### config.mk
export PLATFORM = sky130hd
export DESIGN_NAME = udp_oe_arp_responder
export DESIGN_NICKNAME = d
export VERILOG_FILES = /design/src/rtl/udp_oe_pkg.sv /design/src/rtl/udp_oe_arp_responder.sv
export SDC_FILE = /design/constraint.sdc
export NUM_CORES = 1
export LEC_CHECK = 0
export CAP_MARGIN = 10
export CELL_PAD_IN_SITES_DETAIL_PLACEMENT = 0
export CELL_PAD_IN_SITES_GLOBAL_PLACEMENT = 1
export CORE_UTILIZATION = 45
export CTS_CLUSTER_DIAMETER = 40
export DETAILED_ROUTE_END_ITERATION = 16
export HOLD_SLACK_MARGIN = 0.12
export PLACE_DENSITY_LB_ADDON = 0.1
export SYNTH_ARGS = -nofsm -noshare
export SYNTH_HDL_FRONTEND = slang
export SYNTH_SLANG_ARGS = --single-unit
### constraint.sdc
create_clock -name clk -period 10.3 [get_ports clk]
set_input_delay 3.09 -clock clk [delete_from_list [all_inputs] [get_ports clk]]
set_output_delay 3.09 -clock clk [all_outputs]
set_load 0.005 [all_outputs]
### src/rtl/udp_oe_pkg.sv
// Shared Ethernet/ARP constants and state typedef for the UDP offload engine.
package udp_oe_pkg;

    localparam logic [15:0] ETHERTYPE_ARP    = 16'h0806;
    localparam logic [15:0] ARP_HTYPE        = 16'h0001;
    localparam logic [15:0] ARP_FTYPE        = 16'h0800;
    localparam logic [7:0]  ARP_HLEN         = 8'd6;
    localparam logic [7:0]  ARP_PLEN         = 8'd4;
    localparam logic [15:0] ARP_OPER         = 16'h0002;
    localparam logic [15:0] ARP_OPER_REQUEST = 16'h0001;

    localparam int ETH_HDR_BYTES     = 14;
    localparam int ARP_MIN_BYTES     = 42;
    localparam int ARP_CAPTURE_BYTES = 48;
    localparam int ARP_REPLY_BEATS   = 8;

    typedef enum logic [1:0] {
        ARP_RX_HDR   = 2'd0,
        ARP_RX_DRAIN = 2'd1,
        ARP_CHECK    = 2'd2,
        ARP_REPLY    = 2'd3
    } arp_state_t;

    // Big-endian 16-bit field laid out with its first wire byte in the low lane.
    function automatic logic [15:0] be16(input logic [15:0] v);
        return {v[7:0], v[15:8]};
    endfunction

endpackage

### src/rtl/udp_oe_arp_responder.sv
// ARP responder: captures the header of each ingress frame, answers ARP
// requests aimed at the FPGA IP with a 60-byte reply, and counts outcomes.
module udp_oe_arp_responder
    import udp_oe_pkg::*;
(
    input  logic        clk,
    input  logic        reset,
    input  logic        rx_tvalid,
    output logic        rx_tready,
    input  logic        rx_tlast,
    input  logic [63:0] rx_tdata,
    input  logic [7:0]  rx_tkeep,
    output logic        tx_tvalid,
    input  logic        tx_tready,
    output logic        tx_tlast,
    output logic [63:0] tx_tdata,
    output logic [7:0]  tx_tkeep,
    input  logic [47:0] csr_fpga_mac,
    input  logic [31:0] csr_fpga_ip,
    output logic [31:0] arp_reply_cnt,
    output logic [31:0] arp_drop_cnt
);

    localparam logic [2:0] LAST_HDR_BEAT = 3'd5;
    localparam logic [2:0] LAST_TX_BEAT  = 3'(ARP_REPLY_BEATS - 1);
    localparam logic [5:0] RX_BYTE_SAT   = 6'(ARP_CAPTURE_BYTES);

    arp_state_t  r_state;
    // Only header bytes 12..41 are ever inspected or echoed back.
    logic [7:0]  r_hdr [12:41];
    logic [2:0]  r_rx_beat;
    logic [5:0]  r_byte_cnt;
    logic [47:0] r_mac;
    logic [31:0] r_ip;
    logic [2:0]  r_tx_beat;
    logic        r_tx_tvalid;
    logic        r_tx_tlast;
    logic [63:0] r_tx_tdata;
    logic [7:0]  r_tx_tkeep;
    logic [31:0] r_reply_cnt;
    logic [31:0] r_drop_cnt;

    logic         w_rx_ready;
    logic         w_rx_fire;
    logic [3:0]   w_keep_cnt;
    logic [6:0]   w_byte_sum;
    logic [5:0]   w_byte_cnt_next;
    logic         w_is_arp;
    logic         w_match;
    logic [47:0]  w_req_sha;
    logic [31:0]  w_req_spa;
    logic [31:0]  w_req_tpa;
    logic [47:0]  w_src_mac;
    logic [31:0]  w_src_ip;
    logic [2:0]   w_tx_idx;
    logic [511:0] w_frame;
    logic [63:0]  w_beat_data;

    assign w_rx_ready = !reset && (r_state == ARP_RX_HDR || r_state == ARP_RX_DRAIN);
    assign w_rx_fire  = rx_tvalid && w_rx_ready;

    // tkeep is contiguous from lane 0, so its popcount is the beat's byte count.
    assign w_keep_cnt      = 4'($countones(rx_tkeep));
    assign w_byte_sum      = {1'b0, r_byte_cnt} + {3'b000, w_keep_cnt};
    assign w_byte_cnt_next = (w_byte_sum >= {1'b0, RX_BYTE_SAT}) ? RX_BYTE_SAT : w_byte_sum[5:0];

    assign w_req_sha = {r_hdr[22], r_hdr[23], r_hdr[24], r_hdr[25], r_hdr[26], r_hdr[27]};
    assign w_req_spa = {r_hdr[28], r_hdr[29], r_hdr[30], r_hdr[31]};
    assign w_req_tpa = {r_hdr[38], r_hdr[39], r_hdr[40], r_hdr[41]};

    // A frame shorter than an Ethernet header carries no usable ethertype.
    assign w_is_arp = (r_byte_cnt >= 6'(ETH_HDR_BYTES)) &&
                      ({r_hdr[12], r_hdr[13]} == ETHERTYPE_ARP);
    assign w_match  = w_is_arp && (r_byte_cnt >= 6'(ARP_MIN_BYTES)) &&
                      ({r_hdr[14], r_hdr[15]} == ARP_HTYPE) &&
                      ({r_hdr[16], r_hdr[17]} == ARP_FTYPE) &&
                      (r_hdr[18] == ARP_HLEN) && (r_hdr[19] == ARP_PLEN) &&
                      ({r_hdr[20], r_hdr[21]} == ARP_OPER_REQUEST) &&
                      (w_req_tpa == csr_fpga_ip);

    // Beat 0 is loaded in CHECK while the CSRs are being sampled, so it takes
    // them directly; later beats use the held copies.
    assign w_src_mac   = (r_state == ARP_CHECK) ? csr_fpga_mac : r_mac;
    assign w_src_ip    = (r_state == ARP_CHECK) ? csr_fpga_ip  : r_ip;
    assign w_tx_idx    = (r_state == ARP_CHECK) ? 3'd0 : r_tx_beat + 3'd1;
    assign w_beat_data = w_frame[64*w_tx_idx +: 64];

    // Assemble the whole reply frame, byte n on bits [8n+7:8n], zero padded.
    always_comb begin
        w_frame = '0;
        for (int k = 0; k < 6; k++) begin
            w_frame[8*k      +: 8] = w_req_sha[47-8*k -: 8];
            w_frame[8*(6+k)  +: 8] = w_src_mac[47-8*k -: 8];
            w_frame[8*(22+k) +: 8] = w_src_mac[47-8*k -: 8];
            w_frame[8*(32+k) +: 8] = w_req_sha[47-8*k -: 8];
        end
        w_frame[8*12 +: 16] = be16(ETHERTYPE_ARP);
        w_frame[8*14 +: 16] = be16(ARP_HTYPE);
        w_frame[8*16 +: 16] = be16(ARP_FTYPE);
        w_frame[8*18 +: 8]  = ARP_HLEN;
        w_frame[8*19 +: 8]  = ARP_PLEN;
        w_frame[8*20 +: 16] = be16(ARP_OPER);
        for (int k = 0; k < 4; k++) begin
            w_frame[8*(28+k) +: 8] = w_src_ip[31-8*k -: 8];
            w_frame[8*(38+k) +: 8] = w_req_spa[31-8*k -: 8];
        end
    end

    // Receive / check / reply state machine with registered TX outputs.
    always_ff @(posedge clk) begin
        if (reset) begin
            r_state     <= ARP_RX_HDR;
            r_rx_beat   <= '0;
            r_byte_cnt  <= '0;
            r_mac       <= '0;
            r_ip        <= '0;
            r_tx_beat   <= '0;
            r_tx_tvalid <= 1'b0;
            r_tx_tlast  <= 1'b0;
            r_tx_tdata  <= '0;
            r_tx_tkeep  <= '0;
            r_reply_cnt <= '0;
            r_drop_cnt  <= '0;
            for (int i = 12; i <= 41; i++) r_hdr[i] <= '0;
        end else begin
            case (r_state)
                ARP_RX_HDR: if (w_rx_fire) begin
                    for (int j = 0; j < 8; j++) begin
                        if (({r_rx_beat, 3'b000} + 6'(j)) >= 6'd12 &&
                            ({r_rx_beat, 3'b000} + 6'(j)) <= 6'd41)
                            r_hdr[{r_rx_beat, 3'b000} + 6'(j)] <= rx_tdata[8*j +: 8];
                    end
                    r_byte_cnt <= w_byte_cnt_next;
                    r_rx_beat  <= r_rx_beat + 3'd1;
                    if (rx_tlast)
                        r_state <= ARP_CHECK;
                    else if (r_rx_beat == LAST_HDR_BEAT)
                        r_state <= ARP_RX_DRAIN;
                end
                ARP_RX_DRAIN: if (w_rx_fire) begin
                    r_byte_cnt <= w_byte_cnt_next;
                    if (rx_tlast) r_state <= ARP_CHECK;
                end
                ARP_CHECK: begin
                    r_mac      <= csr_fpga_mac;
                    r_ip       <= csr_fpga_ip;
                    r_rx_beat  <= '0;
                    r_byte_cnt <= '0;
                    if (w_match) begin
                        r_state     <= ARP_REPLY;
                        r_tx_beat   <= '0;
                        r_tx_tvalid <= 1'b1;
                        r_tx_tdata  <= w_beat_data;
                        r_tx_tkeep  <= 8'hFF;
                        r_tx_tlast  <= 1'b0;
                    end else begin
                        r_state <= ARP_RX_HDR;
                        if (w_is_arp) r_drop_cnt <= r_drop_cnt + 32'd1;
                    end
                end
                ARP_REPLY: if (tx_tready) begin
                    if (r_tx_beat == LAST_TX_BEAT) begin
                        r_state     <= ARP_RX_HDR;
                        r_tx_tvalid <= 1'b0;
                        r_tx_tlast  <= 1'b0;
                        r_tx_tkeep  <= '0;
                        r_tx_tdata  <= '0;
                        r_reply_cnt <= r_reply_cnt + 32'd1;
                    end else begin
                        r_tx_beat  <= r_tx_beat + 3'd1;
                        r_tx_tdata <= w_beat_data;
                        r_tx_tkeep <= (w_tx_idx == LAST_TX_BEAT) ? 8'h0F : 8'hFF;
                        r_tx_tlast <= (w_tx_idx == LAST_TX_BEAT);
                    end
                end
                default: r_state <= ARP_RX_HDR;
            endcase
        end
    end

    assign rx_tready     = w_rx_ready;
    assign tx_tvalid     = r_tx_tvalid;
    assign tx_tlast      = r_tx_tlast;
    assign tx_tdata      = r_tx_tdata;
    assign tx_tkeep      = r_tx_tkeep;
    assign arp_reply_cnt = r_reply_cnt;
    assign arp_drop_cnt  = r_drop_cnt;

endmodule
== After elaboration in Yosys (flattened, before gate mapping) ==
Memories as Yosys holds them, arrays and structs flattened.
Cells that the tools add are included.

* Register bits: 232
* Memory bits (writable): 240
* Input bits: 157
* Output and inout port bits: 139
* Word-level logic and storage cells: 220
* Memories kept: 1

{| class="wikitable"
|+ Memory list
! memory !! words !! bits a word !! read ports !! clocked after Yosys merged registers in !! wr ports !! RTL line !! RTL
|-
| r_hdr || 30 || 8 || 24 || 0 || 30 || udp_oe_arp_responder.sv:30 || <nowiki>logic [7:0] r_hdr [12:41];</nowiki>
|}

* Add/sub/neg operators: 19
* Magnitude comparators: 19
* Equality and inequality tests: 22
* Shift-type cells: 1
* Muxes and demuxes: 104
* Bitwise operators: 1
* Reduce and logical (&&, ||, !) cells: 41

{| class="wikitable"
|+ Operator list
! cell !! number
|-
| $shiftx A512 B10 Y64 || 1
|-
| $mux W64 || 3
|-
| $pmux W64 S2 || 1
|-
| $mux W8 || 12
|-
| $add A32 B1 Y32 const B || 2
|-
| $reduce_or A8 Y1 || 8
|-
| $mux W6 || 10
|-
| $mux W1 || 56
|-
| $ge A6 B4 Y1 const B || 9
|-
| $le A6 B6 Y1 const B || 8
|-
| $mux W48 || 1
|-
| $eq A16 B1 Y1 const B || 2
|-
| $eq A16 B12 Y1 const B || 2
|-
| $eq A32 B32 Y1 || 1
|-
| $mux W32 || 1
|-
| $add A6 B3 Y6 const B || 4
|-
| $logic_and A1 B1 Y1 || 18
|-
| $eq A8 B3 Y1 const B || 2
|-
| $mux W2 || 8
|-
| $pmux W8 S2 || 1
|-
| $mux W3 || 5
|-
| $ne A2 B2 Y1 const B || 7
|-
| $add A6 B2 Y6 const B || 2
|-
| $pmux W3 S2 || 2
|-
| other kinds (26) || 41
|}

== Depth between registers and ports, before layout ==
An unclocked memory read counts as a cell.

* Depth in word-level cells: 12
* Mapped depth: 13
* Mapped depth without buffers: 13

== Least setup slack after synthesis ==
Ideal clock, no wire load.

* Path kind: in2out
* Start: input reset
* End: output rx_tready
* Arrival: 3.434 ns
* Required time: 7.210 ns
* Path slack: 3.776 ns
* Stages: 2
* Buffers on the path: 1
* Path through: clkbuf_1 -> nor2_1

* Longest elaborated chain between the ends: 2

{| class="wikitable"
|+ RTL lines
! element !! RTL line !! RTL
|-
| from (decl) || udp_oe_arp_responder.sv:7 || <nowiki>input logic reset,</nowiki>
|-
| $logic_not A1 Y1 || udp_oe_arp_responder.sv:59 || <nowiki>assign w_rx_ready = !reset && (r_state == ARP_RX_HDR || r_state == ARP_RX_DRAIN);</nowiki>
|-
| $logic_and A1 B1 Y1 || udp_oe_arp_responder.sv:59 ||
|-
| to (decl) || udp_oe_arp_responder.sv:9 || <nowiki>output logic rx_tready,</nowiki>
|}

No other way between the ends.

== Final worst setup path ==
Same ends and word-level chain as after synthesis.

==> summary.md <==
| Metric | Value |
|---|---|
| EDFF count, synth | about 190 |
| CP bufs+invs | 2 |
| Final setup viols | 0 |
| Hold path start | r_ip[27]$_SDFF_PP0_ |
| CTS H-tree depth | 2 |
| Fill count | 3395 |
| IO Pins | 296 |
| Post-placement cell count | between 2000 and 2500 |
| Number of global-route vias before repair | roughly 14000 |
| Critical path type | input port to primary output |
| Most frequent cells in the layout | 294 x clkdlybuf4s50_1, 226 x dfxtp_1, 196 x and2_1 |
| Syn Nets | about 1900 |
| GRT met2 Usage | 42.19% |
| Initial antenna violation count | 2 |
| GRT Max-Usage Layer | met2 |
| Peak VDD IR | 0.1309 mV |
| Initial DRT Pass Iterations | 6 |
| Synthesized area per cell | 10.53 µm² |
| Layout cells sized above 1 | just over 8% |
| # Max-Cap Violations | 0 |
| Routability Congestion | approximately 0.9 |
| Yosys Warn Count | 0 |
| DRT iter0 DRCs | 1103 |
| Leak Pwr | 0.008195 µW |
| Synth Register Bits | 418 |
| Post-Syn Area | approximately 18000 µm² |
| Initial Utilization | 45.82% |
| Die Ht | 203.6 µm |
| Core area | between 30000 and 40000 µm² |
| Total track usage | 26.49% |
| Vias/cell | 5.551 |
| Min-Delay Path Class | flop to flop |
| First-pass GRT wire length | 82550 µm |
| Tightest Pin Transition | 1.077 ns |
| Layout Skew | 0.01408 ns |
| Rows | 73 |
| CP Max Fanout | a little under 90 |
| Synthesized instance count | 1737 |
| Top delay family on crit path | buffers and inverters |
| Critical Path RT | 7.21 ns |
| Reg-to-Reg Start | r_state[0]$_SDFFE_PP0P_ |
| Worst-skew pair later-pin latency | 0.61 ns |
| Setup slack after layout | 3.015 ns |
| DR vias | 14330 |
| Setup crit end kind | primary output |
| Slowest cell on crit path | clkdlybuf4s50_1 |
| Post-CTS resize count | 0 |
| Prevailing post-synth register cell | dfxtp_1 |
| Area post-placement | 21560 µm² |
| Critical Path Start | reset |
| Detailed Route WL | 54780 µm |
| Post-DR wirelength/cell | about 21 µm |
| Final period utilization | 70.73% |
| Power per Cell Area | roughly 180 nW/µm² |
| Nets | 2180 |
| Number of port buffers | slightly below 300 |
| Register area share after synthesis | a little under three fifths |
| Async S/R FF share, synth | 0% |
| CTS tree | yes |
| Final instance area | 23700 µm² |
| CTS max path bufs | 3 |
| DR DRC count | 0 |
| Crit-path cells | buf_6 -> nor2_1 -> clkdlybuf4s50_1 |
| Critical Path AT | 4.19 ns |
| DP HPWL | 38720 µm |
| RSZ-0062 raised after global routing | no |
| Post-route ant nets | 0 |
| Max-slew violation count | 0 |
| Number of post-CTS setup repair buffers | 0 |
| Outcome | complete, no violations |
| CTS Buf Count | 61 |
| Grt ovf | 0 |
| Largest net degree at the start of global routing | 90 |
| P&R area growth vs syn | 29.57% |
| Clk slew on worst S/H paths | approximately 0.060 ns |
| Highest Clock Rate | between 0.1 and 0.15 GHz |
| TNS Setup | 0 ns |
| Post-route insts no fill | between 2000 and 3000 |
| Final hold violations | 0 |
| Global-route met1 utilization | 36.63% |
| CTS Root Cell | clkbuf_16 |
| Pre-CTS WS | between 2 and 3 ns |
| Commonest non-fill, non-tap cell in the layout | clkdlybuf4s50_1 |
| # clock sinks | 418 |
| Min Clock Period, post-route | 7.285 ns |
| Chip width | about 200 µm |
| Max transition margin | 28.00% |
| Largest stage delay, worst path | just under 0.5 ns |
| Synth cell types | 71 |
| CTS Hold Buffers Added | 0 |
| Met3 Usage GRT | 4.267% |
| Startpoint Class | input port |
| Die ar. | 41460 µm² |
==> worst min-delay path: stages (launching register included) <==
cell and delay, ns:
dfxtp_1 0.30, nand2_1 0.05, a21oi_1 0.05
==> cells by family (layout without fill, tap and decap cells) <==
kind of cell,after synthesis,in the layout,synth area share (%)
multiplexers,37,37,2.032
AO/OA/AOI/OAI,308,308,10.98
buffers and inverters,140,457,3.420
AND/OR/NAND/NOR,759,759,23.06
XOR/XNOR,53,53,2.538
flip-flops,418,418,56.26
other,0,3,0
adder cells (fa/ha/maj),22,22,1.710
==> power by group <==
| group | total [µW] | internal [µW] | switching, µW |
|---|---|---|---|
| clock | 2140 | 1340 | 795 |
| sequential | 1820 | 1790 | 34.9 |
| combinational | 326 | 143 | 183 |
==> layout make-up <==
| cell class | instances | area (µm²) | share of cell area (%) |
|---|---|---|---|
| diodes | 3 | 7.507 | 0.03168 |
| clock buffers | 73 | 1634 | 6.895 |
| clock inverters | 43 | 489.2 | 2.064 |
| inverters | 25 | 93.84 | 0.3960 |
| multi-input cells | 1179 | 7415 | 31.29 |
| flip-flops and latches | 418 | 10290 | 43.42 |
| well taps | 525 | 656.9 | 2.772 |
| repair buffers | 316 | 3112 | 13.13 |
==> registers in the layout, summed over array words and instances, names as in the netlist <==
signal,flops
tx_tlast,1
r_hdr,192
r_state,2
arp_drop_cnt,32
r_byte_cnt,6
r_ip,32
r_rx_beat,3
r_mac,48
tx_tdata,64
tx_tkeep,2
tx_tvalid,1
r_tx_beat,3
arp_reply_cnt,32
==> metal layers <==
metal	part of all wire, %	vias up
li1	-	6825
met4	2.8	0
met1	45	6955
met5	0	-
met2	47	465
met3	5.4	87
==> cell usage after synthesis (all sizes together), types with 12 or more instances <==
| master | count | area [µm²] |
|---|---|---|
| nand2 | 183 | 686.9 |
| nor4 | 29 | 187.7 |
| mux2i | 36 | 360.4 |
| and2 | 197 | 1232 |
| nand3b | 66 | 495.5 |
| inv | 25 | 93.84 |
| and3 | 13 | 81.33 |
| a22oi | 26 | 195.2 |
| nor4b | 12 | 111.4 |
| a21oi | 101 | 505.5 |
| xnor2 | 26 | 227.7 |
| or2 | 14 | 87.58 |
| nand2b | 13 | 81.33 |
| clkbuf | 96 | 411.6 |
| buf | 19 | 120.1 |
| a222oi | 15 | 150.1 |
| edfxtp | 192 | 5766 |
| o221ai | 18 | 157.7 |
| nand3 | 31 | 155.2 |
| or4 | 14 | 120.1 |
| ha | 17 | 212.7 |
| nand4 | 31 | 193.9 |
| nor2 | 91 | 341.6 |
| o21ai | 57 | 285.3 |
| dfxtp | 226 | 4524 |
| nor3 | 15 | 80.08 |
| or3 | 25 | 156.4 |
| xor2 | 27 | 236.5 |
| o31ai | 51 | 382.9 |
==> final timing paths <==
kind	endpoint	slack, ns	depth (start not counted)
worst max-delay path	rx_tready	3.02	3
worst min register to register	r_ip[27]$_SDFF_PP0_	0.45	2
worst max register to register	tx_tlast$_SDFFE_PP0P_	6.35	7
worst min-delay path	r_ip[27]$_SDFF_PP0_	0.45	2
==> stage by stage <==
stage / hold slack [ns] / util (%) / power (µW)
2_1_floorplan: 0.4286 / - / 2028
3_3_place_gp: 0.4421 / 54.01 / 2178
3_5_place_dp: 0.4451 / 54.01 / 2182
4_1_cts: 0.4533 / 59.33 / 4322
5_1_grt: 0.4684 / 59.36 / 4428
6_report: 0.4536 / 59.37 / 4284
No activity file was read; power rests on OpenSTA's default activity.
